`src/rtl/bootram_uart_loader_pkg.sv`:
```
// Shared definitions for the boot RAM UART loader: FSM state encoding,
// default framing bytes and timeout counter width.
// Frame field order on the wire: SYNC, ADDR_H, ADDR_L, LEN_H, LEN_L, DATA[LEN], CSUM.
package bootram_uart_loader_pkg;

  // Frame-walking FSM; states follow the on-wire field order.
  typedef enum logic [2:0] {
    S_IDLE,
    S_ADDR_H,
    S_ADDR_L,
    S_LEN_H,
    S_LEN_L,
    S_DATA,
    S_CSUM,
    S_RESP
  } state_e;

  localparam logic [7:0] SYNC_DEF = 8'hA5;
  localparam logic [7:0] ACK_DEF  = 8'h06;
  localparam logic [7:0] NAK_DEF  = 8'h15;

  localparam int TMO_W = 24;

endpackage

```
`src/rtl/bootram_uart_loader_timeout.sv`:
```
// loader_timeout: inter-byte watchdog for the frame receiver.
// Ports:
//   clk, resetn  clock / async active-low reset
//   en           count while high; counter is held at 0 while low
//   clr          restart the count (a byte arrived)
//   expire       one-cycle pulse when LIMIT idle cycles have elapsed
// A clear in the expiry cycle suppresses the pulse, so a byte arriving
// right at the deadline is still accepted.
module loader_timeout
  import bootram_uart_loader_pkg::*;
#(
  parameter int LIMIT = 1000000
) (
  input  logic clk,
  input  logic resetn,
  input  logic en,
  input  logic clr,
  output logic expire
);

  localparam logic [TMO_W-1:0] LAST = TMO_W'(LIMIT - 1);

  logic [TMO_W-1:0] cnt;

  assign expire = en && !clr && (cnt == LAST);

  always_ff @(posedge clk or negedge resetn) begin
    if (!resetn)         cnt <= '0;
    else if (clr || !en) cnt <= '0;
    else                 cnt <= cnt + TMO_W'(1);
  end

endmodule

```
`src/rtl/bootram_uart_loader.sv`:
```
// bootram_uart_loader: receives a framed boot image on the UART RX byte
// stream, writes it into the boot RAM write port and answers ACK/NAK on TX.
// The CPU is held in reset from SYNC until the response has been accepted.
// Ports:
//   clk, resetn          clock / async active-low reset
//   rx_data, rx_valid    received byte + one-cycle strobe
//   tx_data, tx_valid    response byte, held until tx_ready
//   tx_ready             TX side accepts the response
//   ram_ce, ram_wre      one-cycle write strobe per data byte
//   ram_ad, ram_din      write address / data
//   cpu_hold             1 = keep CPU in reset
//   done                 pulse on ACK handshake
//   err                  sticky NAK flag, cleared at next SYNC
module bootram_uart_loader
  import bootram_uart_loader_pkg::*;
#(
  parameter int         ADDR_W      = 11,
  parameter logic [7:0] SYNC_BYTE   = SYNC_DEF,
  parameter logic [7:0] ACK_BYTE    = ACK_DEF,
  parameter logic [7:0] NAK_BYTE    = NAK_DEF,
  parameter int         TIMEOUT_CYC = 1000000
) (
  input  logic              clk,
  input  logic              resetn,
  input  logic [7:0]        rx_data,
  input  logic              rx_valid,
  output logic [7:0]        tx_data,
  output logic              tx_valid,
  input  logic              tx_ready,
  output logic              ram_ce,
  output logic              ram_wre,
  output logic [ADDR_W-1:0] ram_ad,
  output logic [7:0]        ram_din,
  output logic              cpu_hold,
  output logic              done,
  output logic              err
);

  localparam logic [16:0] DEPTH = 17'(2 ** ADDR_W);

  state_e            state, state_nx;
  logic [7:0]        addr_h, len_h, sum;
  logic [ADDR_W-1:0] addr;
  logic [15:0]       remaining;
  logic              resp_ack;
  logic              wr_q;
  logic [ADDR_W-1:0] wr_ad;
  logic [7:0]        wr_din;

  logic [15:0]       len_nx;
  logic [7:0]        sum_nx;
  logic              len_bad;
  logic              tmo_en, tmo_expire;
  logic              resp_load, resp_ack_nx, hs, done_c;

  assign len_nx  = {len_h, rx_data};
  assign sum_nx  = sum + rx_data;
  assign len_bad = (len_nx == 16'd0) || ({1'b0, len_nx} > DEPTH);
  assign tmo_en  = (state != S_IDLE) && (state != S_RESP);

  loader_timeout #(.LIMIT(TIMEOUT_CYC)) u_tmo (
    .clk    (clk),
    .resetn (resetn),
    .en     (tmo_en),
    .clr    (rx_valid),
    .expire (tmo_expire)
  );

  always_ff @(posedge clk or negedge resetn) begin
    if (!resetn) state <= S_IDLE;
    else         state <= state_nx;
  end

  always_comb begin
    state_nx    = state;
    resp_load   = 1'b0;
    resp_ack_nx = 1'b0;
    hs          = 1'b0;
    done_c      = 1'b0;
    case (state)
      S_IDLE:   if (rx_valid && rx_data == SYNC_BYTE) state_nx = S_ADDR_H;
      S_ADDR_H: if (rx_valid) state_nx = S_ADDR_L;
      S_ADDR_L: if (rx_valid) state_nx = S_LEN_H;
      S_LEN_H:  if (rx_valid) state_nx = S_LEN_L;
      S_LEN_L: begin
        if (rx_valid) begin
          if (len_bad) begin
            state_nx  = S_RESP;
            resp_load = 1'b1;
          end else begin
            state_nx  = S_DATA;
          end
        end
      end
      S_DATA:   if (rx_valid && remaining == 16'd1) state_nx = S_CSUM;
      S_CSUM: begin
        if (rx_valid) begin
          state_nx    = S_RESP;
          resp_load   = 1'b1;
          resp_ack_nx = (sum_nx == 8'd0);
        end
      end
      S_RESP: begin
        // rx bytes are dropped here; only the TX handshake moves us on
        if (tx_ready) begin
          state_nx = S_IDLE;
          hs       = 1'b1;
          done_c   = resp_ack;
        end
      end
      default:  state_nx = S_IDLE;
    endcase
    // expiry can only fire without rx_valid, so it never races a byte
    if (tmo_expire) begin
      state_nx    = S_RESP;
      resp_load   = 1'b1;
      resp_ack_nx = 1'b0;
    end
  end

  always_ff @(posedge clk or negedge resetn) begin
    if (!resetn) begin
      addr_h    <= '0;
      len_h     <= '0;
      sum       <= '0;
      addr      <= '0;
      remaining <= '0;
      resp_ack  <= 1'b0;
      wr_q      <= 1'b0;
      wr_ad     <= '0;
      wr_din    <= '0;
      tx_data   <= '0;
      tx_valid  <= 1'b0;
      cpu_hold  <= 1'b0;
      err       <= 1'b0;
    end else begin
      wr_q <= 1'b0;
      if (resp_load) begin
        tx_valid <= 1'b1;
        tx_data  <= resp_ack_nx ? ACK_BYTE : NAK_BYTE;
        resp_ack <= resp_ack_nx;
      end
      if (hs) begin
        tx_valid <= 1'b0;
        cpu_hold <= 1'b0;
        if (!resp_ack) err <= 1'b1;
      end
      if (rx_valid) begin
        case (state)
          S_IDLE: begin
            if (rx_data == SYNC_BYTE) begin
              cpu_hold <= 1'b1;
              err      <= 1'b0;
              sum      <= '0;
            end
          end
          S_ADDR_H: addr_h    <= rx_data;
          S_ADDR_L: addr      <= ADDR_W'({addr_h, rx_data});
          S_LEN_H:  len_h     <= rx_data;
          S_LEN_L:  remaining <= len_nx;
          S_DATA: begin
            // registered write: strobe appears the cycle after the byte
            wr_q      <= 1'b1;
            wr_ad     <= addr;
            wr_din    <= rx_data;
            addr      <= addr + ADDR_W'(1);
            sum       <= sum_nx;
            remaining <= remaining - 16'd1;
          end
          default: ;
        endcase
      end
    end
  end

  // RAM port is only driven while this block owns it (CPU held)
  assign ram_ce  = wr_q & cpu_hold;
  assign ram_wre = wr_q & cpu_hold;
  assign ram_ad  = cpu_hold ? wr_ad  : '0;
  assign ram_din = cpu_hold ? wr_din : '0;
  assign done    = done_c;

endmodule

```
`config.mk`:
```
export PLATFORM = sky130hd
export DESIGN_NAME = bootram_uart_loader
export DESIGN_NICKNAME = d
export VERILOG_FILES = /design/src/rtl/bootram_uart_loader_pkg.sv /design/src/rtl/bootram_uart_loader_timeout.sv /design/src/rtl/bootram_uart_loader.sv
export SDC_FILE = /design/constraint.sdc
export NUM_CORES = 1
export LEC_CHECK = 0
export BUFFER_PORTS_ARGS = -buffer_cell sky130_fd_sc_hd__buf_2
export CAP_MARGIN = 0
export CELL_PAD_IN_SITES_DETAIL_PLACEMENT = 1
export CELL_PAD_IN_SITES_GLOBAL_PLACEMENT = 1
export CORE_MARGIN = 2
export CORE_UTILIZATION = 46
export DETAILED_ROUTE_END_ITERATION = 8
export HOLD_SLACK_MARGIN = 0.06
export PLACE_DENSITY = 0.8
export SLEW_MARGIN = 15
export SYNTH_ARGS = -nofsm -noshare
export SYNTH_HDL_FRONTEND = slang
export SYNTH_SLANG_ARGS = --single-unit
```
`constraint.sdc`:
```
create_clock -name clk -period 2.5 [get_ports clk]
set_input_delay 0.375 -clock clk [delete_from_list [all_inputs] [get_ports clk]]
set_output_delay 0.375 -clock clk [all_outputs]
set_load 0.01 [all_outputs]
```
==> flow_metrics.tcl <==
set metrics [dict create \
    core_area_mm2 0.0114 \
    startpoint "sum[2]" \
    clockPowerShare 0.221 \
    cts_tree "built" \
    worst_clock_skew_ps 8.87 \
    slew_viol_final 0 \
    h-tree-depth 3 \
    die_area_mm2 0.0126 \
    nets 662 \
    slew_headroom 0.413 \
    maxCapViolations 0 \
    avgSynthCellArea_um2 9.09 \
    syn_area_mm2 0.00540 \
    peakVddDrop_mv 0.576 \
    yosysTopAreaCellShare 0.459 \
    synthCells 594 \
    gp_routability_congestion 0.837 \
    initial_core_util 0.473 \
    clk-insertion-delay-late_ps 350 \
    synthArstFlopShare 1.00 \
    power_density_mw_per_mm2 1070 \
    antenna_left 0 \
    synth-seq-cells 99 \
    r2r_cells 7 \
    first_pass_iters 4 \
    leakage_uw 0.00279 \
    synth_warnings 0 \
    wl_mm 15.1 \
    rr_startpoint "sum[2]" \
    cts-root-buf "clkbuf_16" \
    vias_per_cell 5.92 \
    fp.dieW_um 112 \
    tightest_slew_ps 872 \
    r2r_end "tx_data[1]" \
    startpoint_type "flip-flop" \
    antenna_found_initial 0 \
    switching_share 0.394 \
    gr-total-overflow 0 \
    dr.first_iter.drc_count 182 \
    io_pins 45 \
    num_vias 4653 \
    holdPathStages 4 \
    path_max_fanout 5 \
    cp_slowest_cell "or3b_2" \
    rsz0062_at_grt "false" \
    setup_viol 0 \
    period_needed_ps 2340 \
    whs_ps 444 \
    period_share 0.937 \
    r2r_slack_ps 160 \
    port_buffers 40 \
    hold_class "input pin to flip-flop" \
    remaining_drc_errors 0 \
    critPathRequiredTime_ps 2770 \
    clock-sinks 99 \
    maxClockFrequency_mhz 427 \
    grt_pass1_vias 5067 \
    rows 39 \
    power_frac_seq 0.419 \
    clkTransAtPathRegs_ps 70 \
    cp_cell_sequence "ha_1 > a21oi_2 > a21oi_1 > or3b_2 > a2111oi_2 > buf_4 > o21bai_1" \
    grt_max_degree 43 \
    grt_pass1_wl_mm 25.4 \
    end_kind "flip-flop" \
    die_h_um 112 \
    hold_start "rx_data[3]" \
    layout_common_cells "dfrtp_1, nand2_1, nor2_1" \
    synth_edf_count 0 \
    p_comb_frac 0.360 \
    wire_per_inst_um 19.2 \
    pre_cts_ws_ps -181 \
    slowest_delay_ps 500 \
    area_delta_synth_final_pct 13.7 \
    track_usage 0.252 \
    n_antenna_cell 0 \
    ys_top_cells_by_area "dfrtp_1, nand2_1, nor2_1" \
    cpLargestDelayFamily "compound AO/OA/AOI/OAI gates" \
    cts.path.max_buffers 2 \
    fin_ws_ps 158 \
    outcome "finished clean" \
    yosysUniqueCellTypes 64 \
    switching_power_uw 2580 \
    ys.flop_type "dfrtp_1" \
    final_common_cell "dfrtp_1" \
    critPathKind "flip-flop to flip-flop" \
    yosysSeqAreaShare 0.459 \
    numCtsBuffers 9 \
    path_buf_inv 1 \
    internal-power_uw 3970 \
    holdPathEnd "wr_din[3]" \
    drive_gt1_frac 0.166 \
    hold_viol_final 0 \
    cp_num_cells 7 \
    synth_area_leader_cell "dfrtp_1" \
    cts_setup_buffers 0 \
    cp.arrival_ps 2610 \
    dpl.hpwl_mm 10.7 \
]
==> per-layer routing <==
metal / part of all wire / GRT usage
met1: 0.43 / 0.317
met2: 0.51 / 0.443
met3: 0.033 / 0.0427
met4: 0.022 / 0.0797
met5: 0 / 0
==> per-stage QoR <==
stage / util / setup TNS (ps) / instance area (µm²) / std cells / total power (µW)
2_1_floorplan: - / 0 / 5410 / 597 / 4280
3_3_place_gp: 0.507 / -153 / 5790 / 769 / 4860
3_5_place_dp: 0.507 / -350 / 5790 / 769 / 5030
4_1_cts: 0.536 / 0 / 6120 / 786 / 6520
5_1_grt: 0.538 / 0 / 6140 / 786 / 7000
6_report: 0.538 / 0 / 6140 / 786 / 6550
==> layout make-up <==
type | instances | area [µm²]
Multi-Input combinational cell | 450 | 2730
Timing Repair Buffer | 65 | 405
Clock buffer | 10 | 239
Clock inverter | 6 | 65.1
Sequential cell | 99 | 2480
Fill cell | 1346 | 5280
Tap cell | 143 | 179
Inverter | 13 | 48.8
==> timing repair <==
action / CTS / global route
gates resized for setup: 3 / 4
setup endpoints to repair: 2 / 2
cloned: 0 / 0
hold buffers: 1 / 0
hold endpoints to repair: 30 / 0
==> power by group through the flow <==
stage / Combinational [µW] / Sequential (µW) / Clock [µW]
after floorplan: 1730 / 2540 / 0
after global placement: 2150 / 2710 / 0
after detailed placement: 2280 / 2750 / 0
after CTS: 2320 / 2730 / 1470
after global routing: 2650 / 2840 / 1520
final: 2360 / 2740 / 1450
==> worst reg2reg max path: cells and delay by family, from the launching register on <==
| family | cells | cell delay [ps] |
|---|---|---|
| simple gates | 1 | 500 |
| compound gates | 4 | 790 |
| flops | 1 | 400 |
| buf+inv | 1 | 170 |
| fa+ha+maj | 1 | 390 |
==> synth_stat cells (all sizes together) (12+ instances only) <==
| cell type | count |
|---|---|
| clkbuf | 27 |
| nor3 | 14 |
| a21oi | 39 |
| nand3 | 17 |
| and2 | 25 |
| nand2 | 90 |
| dfrtp | 99 |
| inv | 12 |
| nor2 | 61 |
| nand4 | 14 |
| xor2 | 18 |
| o21ai | 26 |
==> state kept, by name (all words and copies together) (netlist names) <==
signal     flops
addr          11
len_h          8
wr_q           1
remaining     16
err            1
u_tmo.cnt     24
tx_data        3
addr_h         3
wr_ad         11
wr_din         8
tx_valid       1
sum            8
cpu_hold       1
state          3
==> kinds of logic (layout without fill, tap and decap cells) <==
kind of cell,count (synthesis),after routing,share of synthesized area
buf+inv,48,94,0.0447
simple gates,276,276,0.257
other cells,1,4,0.000694
xor+xnor,23,23,0.0373
mux,13,13,0.0266
compound gates,122,122,0.146
fa+ha+maj,12,12,0.0292
flops,99,99,0.459
==> worst max path at each step <==
stage,slack (ps),to
2_1_floorplan,240,tx_data[1]
3_3_place_gp,-80,tx_data[1]
3_5_place_dp,-180,tx_data[1]
4_1_cts,20,tx_data[1]
5_1_grt,20,tx_data[1]
6_report,160,tx_data[1]
Note: power is estimated with default switching activity, not from simulation.
